==> src/rtl/mcu_pkg.sv <==
// rtl/mcu_pkg.sv - shared state encodings, requester indices and helpers for the memory arbiter
package mcu_pkg;

   localparam logic [0:0] ARB    = 1'b0;
   localparam logic [0:0] LOCKED = 1'b1;

   localparam int REQ_FETCH = 0;
   localparam int REQ_LSU   = 1;
   localparam int REQ_DMA   = 2;

   // Next index with wraparound from n-1 back to 0.
   function automatic int wrap_inc(input int i, input int n);
      return (i + 1 >= n) ? 0 : i + 1;
   endfunction

endpackage

==> src/rtl/mcu_mem_arb_if.sv <==
// rtl/mcu_mem_arb_if.sv - requester and SRAM bus bundle for the memory arbiter
interface mcu_mem_arb_if #(
   parameter int NREQ   = 3,
   parameter int ADDR_W = 12,
   parameter int DATA_W = 32
);
   logic [NREQ-1:0]            req;
   logic [NREQ-1:0]            lock;
   logic [NREQ-1:0]            we;
   logic [NREQ*ADDR_W-1:0]     addr;
   logic [NREQ*DATA_W-1:0]     wdata;
   logic [NREQ*DATA_W/8-1:0]   wstrb;
   logic [NREQ-1:0]            gnt;
   logic [NREQ-1:0]            rvalid;
   logic [DATA_W-1:0]          rdata;
   logic                       mem_en;
   logic                       mem_we;
   logic [ADDR_W-1:0]          mem_addr;
   logic [DATA_W-1:0]          mem_wdata;
   logic [DATA_W/8-1:0]        mem_wstrb;
   logic [DATA_W-1:0]          mem_rdata;

   // Requesters plus the SRAM model sit on the master side.
   modport master (
      output req, lock, we, addr, wdata, wstrb, mem_rdata,
      input  gnt, rvalid, rdata, mem_en, mem_we, mem_addr, mem_wdata, mem_wstrb
   );

   modport slave (
      input  req, lock, we, addr, wdata, wstrb, mem_rdata,
      output gnt, rvalid, rdata, mem_en, mem_we, mem_addr, mem_wdata, mem_wstrb
   );
endinterface

==> src/rtl/mcu_rr_pick.sv <==
// rtl/mcu_rr_pick.sv - combinational round-robin search upward from rr_ptr with wraparound
module mcu_rr_pick #(
   parameter int NREQ  = 3,
   parameter int IDX_W = 2
) (
   input  logic [NREQ-1:0]  req,
   input  logic [IDX_W-1:0] rr_ptr,
   output logic             any,
   output logic [IDX_W-1:0] winner
);

   int idx;

   always_comb begin
      any    = 1'b0;
      winner = '0;
      idx    = 0;
      for (int i = 0; i < NREQ; i++) begin
         idx = (int'(rr_ptr) + i) % NREQ;
         if (!any && req[idx]) begin
            any    = 1'b1;
            winner = IDX_W'(idx);
         end
      end
   end

endmodule

==> src/rtl/mcu_mem_arb.sv <==
// rtl/mcu_mem_arb.sv - single-port SRAM arbiter with round-robin fairness and capped locked bursts
module mcu_mem_arb
   import mcu_pkg::*;
#(
   parameter int NREQ      = 3,
   parameter int ADDR_W    = 12,
   parameter int DATA_W    = 32,
   parameter int MAX_BURST = 8
) (
   input  logic         clk,
   input  logic         rst,
   mcu_mem_arb_if.slave bus
);

   localparam int IDX_W  = (NREQ > 1) ? $clog2(NREQ) : 1;
   localparam int CNT_W  = $clog2(MAX_BURST + 1);
   localparam int STRB_W = DATA_W / 8;

   logic [0:0]       state;
   logic [IDX_W-1:0] rr_ptr;
   logic [IDX_W-1:0] owner;
   logic [CNT_W-1:0] burst_cnt;
   logic [NREQ-1:0]  rd_pend;

   logic             pick_any;
   logic [IDX_W-1:0] pick_idx;
   logic             gnt_any;
   logic [IDX_W-1:0] gnt_idx;
   logic [NREQ-1:0]  lock_q;
   logic [NREQ-1:0]  rd_next;
   logic             burst_more;

   assign lock_q = bus.lock & bus.req;

   mcu_rr_pick #(
      .NREQ  (NREQ),
      .IDX_W (IDX_W)
   ) u_pick (
      .req    (bus.req),
      .rr_ptr (rr_ptr),
      .any    (pick_any),
      .winner (pick_idx)
   );

   always_comb begin
      gnt_any = 1'b0;
      gnt_idx = pick_idx;
      if (!rst) begin
         if (state == ARB) begin
            gnt_any = pick_any;
         end else begin
            gnt_any = bus.req[owner];
            gnt_idx = owner;
         end
      end
   end

   always_comb begin
      bus.gnt       = '0;
      bus.mem_en    = 1'b0;
      bus.mem_we    = 1'b0;
      bus.mem_addr  = '0;
      bus.mem_wdata = '0;
      bus.mem_wstrb = '0;
      if (gnt_any) begin
         bus.gnt[gnt_idx] = 1'b1;
         bus.mem_en       = 1'b1;
         bus.mem_we       = bus.we[gnt_idx];
         bus.mem_addr     = bus.addr[int'(gnt_idx)*ADDR_W +: ADDR_W];
         bus.mem_wdata    = bus.wdata[int'(gnt_idx)*DATA_W +: DATA_W];
         bus.mem_wstrb    = bus.wstrb[int'(gnt_idx)*STRB_W +: STRB_W];
      end
   end

   assign rd_next = (gnt_any && !bus.we[gnt_idx]) ? (NREQ'(1) << gnt_idx) : '0;

   // Gating with rst drops a read that was granted the cycle before reset.
   assign bus.rvalid = rst ? '0 : rd_pend;
   assign bus.rdata  = (!rst && (|rd_pend)) ? bus.mem_rdata : '0;

   // Stay locked only while the owner keeps granting with lock held and the cap is not reached.
   assign burst_more = gnt_any && lock_q[owner] && ((int'(burst_cnt) + 1) < MAX_BURST);

   always_ff @(posedge clk) begin
      if (rst) begin
         state     <= ARB;
         rr_ptr    <= '0;
         owner     <= '0;
         burst_cnt <= '0;
         rd_pend   <= '0;
      end else begin
         rd_pend <= rd_next;
         if (state == ARB) begin
            if (pick_any) begin
               rr_ptr <= IDX_W'(wrap_inc(int'(pick_idx), NREQ));
               if (lock_q[pick_idx] && MAX_BURST > 1) begin
                  state     <= LOCKED;
                  owner     <= pick_idx;
                  burst_cnt <= CNT_W'(1);
               end
            end
         end else begin
            if (burst_more) begin
               burst_cnt <= burst_cnt + 1'b1;
            end else begin
               state     <= ARB;
               rr_ptr    <= IDX_W'(wrap_inc(int'(owner), NREQ));
               burst_cnt <= '0;
            end
         end
      end
   end

endmodule

==> src/flat_wrapper.sv <==
// flat-port wrapper written by rule: the top's interface ports become plain ports
module mcu_mem_arb_flat import mcu_pkg::*;
#(
   parameter int NREQ      = 3,
   parameter int ADDR_W    = 12,
   parameter int DATA_W    = 32,
   parameter int MAX_BURST = 8
)
  (clk, rst, bus_req, bus_lock, bus_we, bus_addr, bus_wdata, bus_wstrb, bus_mem_rdata, bus_gnt, bus_rvalid, bus_rdata, bus_mem_en, bus_mem_we, bus_mem_addr, bus_mem_wdata, bus_mem_wstrb);
  mcu_mem_arb_if #(.NREQ(NREQ), .ADDR_W(ADDR_W), .DATA_W(DATA_W)) bus_i ();
  input  logic clk;
  input  logic rst;
  input wire logic [$bits(bus_i.req)-1:0] bus_req;
  input wire logic [$bits(bus_i.lock)-1:0] bus_lock;
  input wire logic [$bits(bus_i.we)-1:0] bus_we;
  input wire logic [$bits(bus_i.addr)-1:0] bus_addr;
  input wire logic [$bits(bus_i.wdata)-1:0] bus_wdata;
  input wire logic [$bits(bus_i.wstrb)-1:0] bus_wstrb;
  input wire logic [$bits(bus_i.mem_rdata)-1:0] bus_mem_rdata;
  output wire logic [$bits(bus_i.gnt)-1:0] bus_gnt;
  output wire logic [$bits(bus_i.rvalid)-1:0] bus_rvalid;
  output wire logic [$bits(bus_i.rdata)-1:0] bus_rdata;
  output wire logic [$bits(bus_i.mem_en)-1:0] bus_mem_en;
  output wire logic [$bits(bus_i.mem_we)-1:0] bus_mem_we;
  output wire logic [$bits(bus_i.mem_addr)-1:0] bus_mem_addr;
  output wire logic [$bits(bus_i.mem_wdata)-1:0] bus_mem_wdata;
  output wire logic [$bits(bus_i.mem_wstrb)-1:0] bus_mem_wstrb;
  assign bus_i.req = bus_req;
  assign bus_i.lock = bus_lock;
  assign bus_i.we = bus_we;
  assign bus_i.addr = bus_addr;
  assign bus_i.wdata = bus_wdata;
  assign bus_i.wstrb = bus_wstrb;
  assign bus_i.mem_rdata = bus_mem_rdata;
  assign bus_gnt = bus_i.gnt;
  assign bus_rvalid = bus_i.rvalid;
  assign bus_rdata = bus_i.rdata;
  assign bus_mem_en = bus_i.mem_en;
  assign bus_mem_we = bus_i.mem_we;
  assign bus_mem_addr = bus_i.mem_addr;
  assign bus_mem_wdata = bus_i.mem_wdata;
  assign bus_mem_wstrb = bus_i.mem_wstrb;
  mcu_mem_arb #(.NREQ(NREQ), .ADDR_W(ADDR_W), .DATA_W(DATA_W), .MAX_BURST(MAX_BURST)) u_core (.clk(clk), .rst(rst), .bus(bus_i));
endmodule
==> config.mk <==
export PLATFORM = sky130hd
export DESIGN_NAME = mcu_mem_arb_flat
export DESIGN_NICKNAME = d
export VERILOG_FILES = /design/src/rtl/mcu_pkg.sv /design/src/rtl/mcu_mem_arb_if.sv /design/src/rtl/mcu_rr_pick.sv /design/src/rtl/mcu_mem_arb.sv /design/src/flat_wrapper.sv
export SDC_FILE = /design/constraint.sdc
export NUM_CORES = 1
export LEC_CHECK = 0
export CAP_MARGIN = 15
export CORE_AREA = 2 2 108 110
export CTS_CLUSTER_DIAMETER = 120
export DETAILED_ROUTE_END_ITERATION = 16
export DIE_AREA = 0 0 110 112
export SLEW_MARGIN = 15
export SYNTH_ARGS = -nofsm -noshare
export SYNTH_HDL_FRONTEND = slang
export SYNTH_SLANG_ARGS = --single-unit
==> constraint.sdc <==
create_clock -name clk -period 5.1 [get_ports clk]
set_input_delay 1.02 -clock clk [delete_from_list [all_inputs] [get_ports clk]]
set_output_delay 1.02 -clock clk [all_outputs]
set_load 0.01 [all_outputs]
==> load_flow_metrics.sql <==
INSERT INTO impl_metrics (metric_group, metric, value, unit) VALUES
('status', 'run_status', 'finished, final reports clean', ''),
('finish', 'final_util', '46.5', '%'),
('floorplan', 'initial_utilization', '19.2', '%'),
('finish', 'nets', '745', ''),
('clock_tree', 'clock_tree_from_tritoncts', 'built', ''),
('timing', 'hold_viol_final', '0', ''),
('power_and_ir_drop', 'max-vdd-ir-drop', '283', 'uV'),
('clock_tree', 'cts-root-buf', 'clkbuf_16', ''),
('floorplan', 'die_height', '112', 'um'),
('worst_setup_path', 'critical_path_class', 'primary input to primary output', ''),
('clock_tree', 'total_cts_buffers', '3', ''),
('route', 'detailedRoute.firstIterationViolations', '125', ''),
('timing', 'rsz0062_at_grt', 'false', ''),
('yosys', 'synth_edf_count', '0', ''),
('yosys', 'postSynthCellCount', '280', ''),
('hold_path', 'holdPathStages', '1', ''),
('yosys', 'post_synth_instance_area', '2140', 'um2'),
('power_and_ir_drop', 'post-layout-total-power', '2.45', 'mW'),
('floorplan', 'design.portCount', '275', ''),
('worst_setup_path', 'path_cells', 'clkdlybuf4s50_1 -> mux2i_1 -> o21ai_1 -> or4_4 -> o221ai_4 -> inv_2 -> and2_1 -> buf_4 -> a221o_1 -> clkdlybuf4s50_1', ''),
('placement', 'place_congestion', '0.958', ''),
('finish', 'num_antenna_cells', '0', ''),
('route', 'post_drt_via_cell_ratio', '4.68', ''),
('yosys', 'post_synth_num_cell_types', '41', ''),
('worst_setup_path', 'critical-path-max-stage-delay', '0.50', 'ns'),
('yosys', 'mappedNetlistNets', '472', ''),
('route', 'routed_wire_length_per_instance', '16.8', 'um'),
('worst_setup_path', 'crit_cells', '10', ''),
('power_and_ir_drop', 'power_per_cell_area', '472', 'nW/um2'),
('floorplan', 'floorplan_core_area', '11200', 'um2'),
('finish', 'fill_cells', '1113', ''),
('timing', 'timing_worst_slew_pin_value', '0.743', 'ns'),
('clock_tree', 'clkSlewWorstSetupHoldPaths', '0.04', 'ns'),
('floorplan', 'floorplan.die.width', '110', 'um'),
('clock_tree', 'clock_tree.htree_level_count', '1', ''),
('timing', 'timing.slew.headroom', '50.4', '%'),
('worst_setup_path', 'critPathArrivalTime', '3.95', 'ns'),
('floorplan', 'die_area', '12300', 'um2'),
('finish', 'layout-drive-gt1-share', '8.88', '%'),
('global_routing', 'grt_first_pass_wirelength', '17.0', 'mm'),
('timing', 'slew_violations', '0', ''),
('clock_tree', 'clock_latency_reported_for_the_late_side_of_the_worst_skew_pair', '0.24', 'ns'),
('global_routing', 'global_route.overflow_total', '0', ''),
('power_and_ir_drop', 'power.leakage', '2.01', 'nW'),
('worst_setup_path', 'critical_path.n_buffers_inverters', '4', ''),
('timing', 'setup_viol', '0', ''),
('worst_setup_path', 'worst_setup_path_end_kind', 'primary output', ''),
('placement', 'dp_hpwl', '10.0', 'mm'),
('finish', 'multi_input_comb_area', '1780', 'um2'),
('global_routing', 'grt_start_max_net_pins', '33', ''),
('timing', 'fin_skew', '0.00356', 'ns'),
('global_routing', 'via_count_of_the_first_global_routing_pass', '3249', ''),
('floorplan', 'core.rowCount', '39', ''),
('yosys', 'synth-warning-count', '0', ''),
('global_routing', 'grt.total_usage', '17.7', '%'),
('timing', 'max_clock_freq', '201', 'MHz'),
('worst_setup_path', 'crit_top_cell', 'clkdlybuf4s50_1', ''),
('placement', 'port_buffers', '274', ''),
('job', 'max_capacitance_violation_count', '0', ''),
('hold_path', 'timing.hold.worst.class', 'register to register', ''),
('timing', 'layout_min_cycle_time', '4.97', 'ns'),
('route', 'drt-pass1-iter-count', '4', ''),
('yosys', 'asyncSetResetFlopFracSynth', '0', '%'),
('yosys', 'synth.ff_latch_count', '12', ''),
('timing', 'min_period_over_period', '97.4', '%'),
('placement', 'dp_worst_setup_slack', '-0.0734', 'ns'),
('route', 'drc', '0', ''),
('clock_tree', 'cts_buffer_depth', '2', ''),
('global_routing', 'antenna_found_initial', '0', ''),
('route', 'via_total_after_detailed_routing', '3250', ''),
('worst_setup_path', 'crit_required', '4.08', 'ns');
[sequential cells by signal (all words and copies together) (netlist names)]
name              flops
u_core.burst_cnt      4
u_core.owner          2
u_core.rd_pend        3
u_core.rr_ptr         2
u_core.state          1
[worst reg2reg max path, cell delays in order (launching register included)]
cell and delay, ns:
dfxtp_1 0.37, inv_1 0.08, ha_1 0.44, mux2i_1 0.30, nor2_1 0.08, or4_4 0.53
o221ai_4 0.36, inv_2 0.07, and2_1 0.17, buf_4 0.21, and2_1 0.15
[report_power, final]
part           switching [mW]  leakage [nW]  internal, mW  total, mW
clock                  0.0393        0.0442         0.118      0.157
sequential             0.0291        0.0979         0.119      0.148
combinational           0.937          1.87          1.21       2.15
[logic make-up (layout without fill, tap and decap cells)]
group / count (synthesis) / count (layout) / synth area share, %
compound gates: 77 / 77 / 31.4
fa+ha+maj: 5 / 5 / 2.92
buf+inv: 28 / 300 / 6.88
flops: 12 / 12 / 11.2
mux: 27 / 27 / 13.7
simple gates: 131 / 131 / 34.0
[layer usage]
layer	vias to the layer above	part of all wire [%]	GRT usage, %
met5	-	0	0
met4	0	1.9	4.30
met3	18	8.4	4.27
met2	166	52	33.1
met1	1484	38	19.5
li1	1582	-	-
[worst paths after layout]
check / from / to / slack (ns)
worst max-delay path: bus_req[2] / bus_mem_wdata[1] / 0.13
worst min-delay path: u_core.burst_cnt[3] / u_core.burst_cnt[3] / 0.48
worst max register to register: u_core.rr_ptr[0] / u_core.rd_pend[2] / 2.22
worst min register to register: u_core.burst_cnt[3] / u_core.burst_cnt[3] / 0.48
[metrics by stage]
step           setup TNS [ns]  hold WS (ns)  cells  area, um2
2_1_floorplan               0         0.445    280       2140
6_report                    0         0.476    695       5190
3_5_place_dp           -0.669         0.470    690       5080
3_3_place_gp                0         0.466    690       5080
5_1_grt                     0         0.505    695       5190
4_1_cts                     0         0.477    694       5180
[synthesized netlist by cell type (2+ instances only)]
| cell type | count | area (um2) |
|---|---|---|
| a211oi_1 | 2 | 15.0 |
| a21oi_1 | 5 | 25.0 |
| a221o_1 | 33 | 330 |
| a22oi_1 | 17 | 128 |
| and2_1 | 69 | 432 |
| buf_2 | 4 | 20.0 |
| buf_6 | 5 | 56.3 |
| clkbuf_1 | 14 | 52.6 |
| dfxtp_1 | 12 | 240 |
| ha_1 | 5 | 62.6 |
| inv_1 | 4 | 15.0 |
| mux2_2 | 18 | 203 |
| mux2i_1 | 9 | 90.1 |
| nand2_1 | 13 | 48.8 |
| nand2b_1 | 5 | 31.3 |
| nand3_1 | 2 | 10.0 |
| nor2_1 | 25 | 93.8 |
| nor2b_1 | 7 | 43.8 |
| nor3_1 | 3 | 15.0 |
| o21ai_0 | 5 | 25.0 |
| o21ai_1 | 2 | 10.0 |
| or3_1 | 2 | 12.5 |
[what timing repair did]
action	4_1_cts	5_1_grt
setup endpoints to repair	17	32
pin swaps	0	1
buffers inserted	0	1
gates resized for setup	1	3
hold buffers	0	0
[cell usage in the layout (no fill, tap or decap), types with 2 or more instances in the layout]
cell type and n:
nand2_1 13, dlymetal6s2s_1 2, o21ai_0 5, mux2_2 18
o21ai_1 2, nand3_1 2, a21oi_1 4, a211oi_1 2
a221o_1 33, dfxtp_1 12, inv_1 4, and2_1 69
nand2b_1 5, nor3_1 3, mux2i_1 8, a22oi_1 17
clkdlybuf4s50_1 272, or3_1 2, nor2b_1 7, ha_1 5
nor2_1 25, clkbuf_16 3, buf_4 16
[area by class of cell]
cell class / count / share of cell area (%)
Inverter: 5 / 0.361
Multi-Input combinational cell: 240 / 34.3
Tap cell: 143 / 3.44
Sequential cell: 12 / 4.63
Clock buffer: 4 / 1.71
Timing Repair Buffer: 291 / 55.6
No activity file was read; power rests on OpenSTA's default activity.
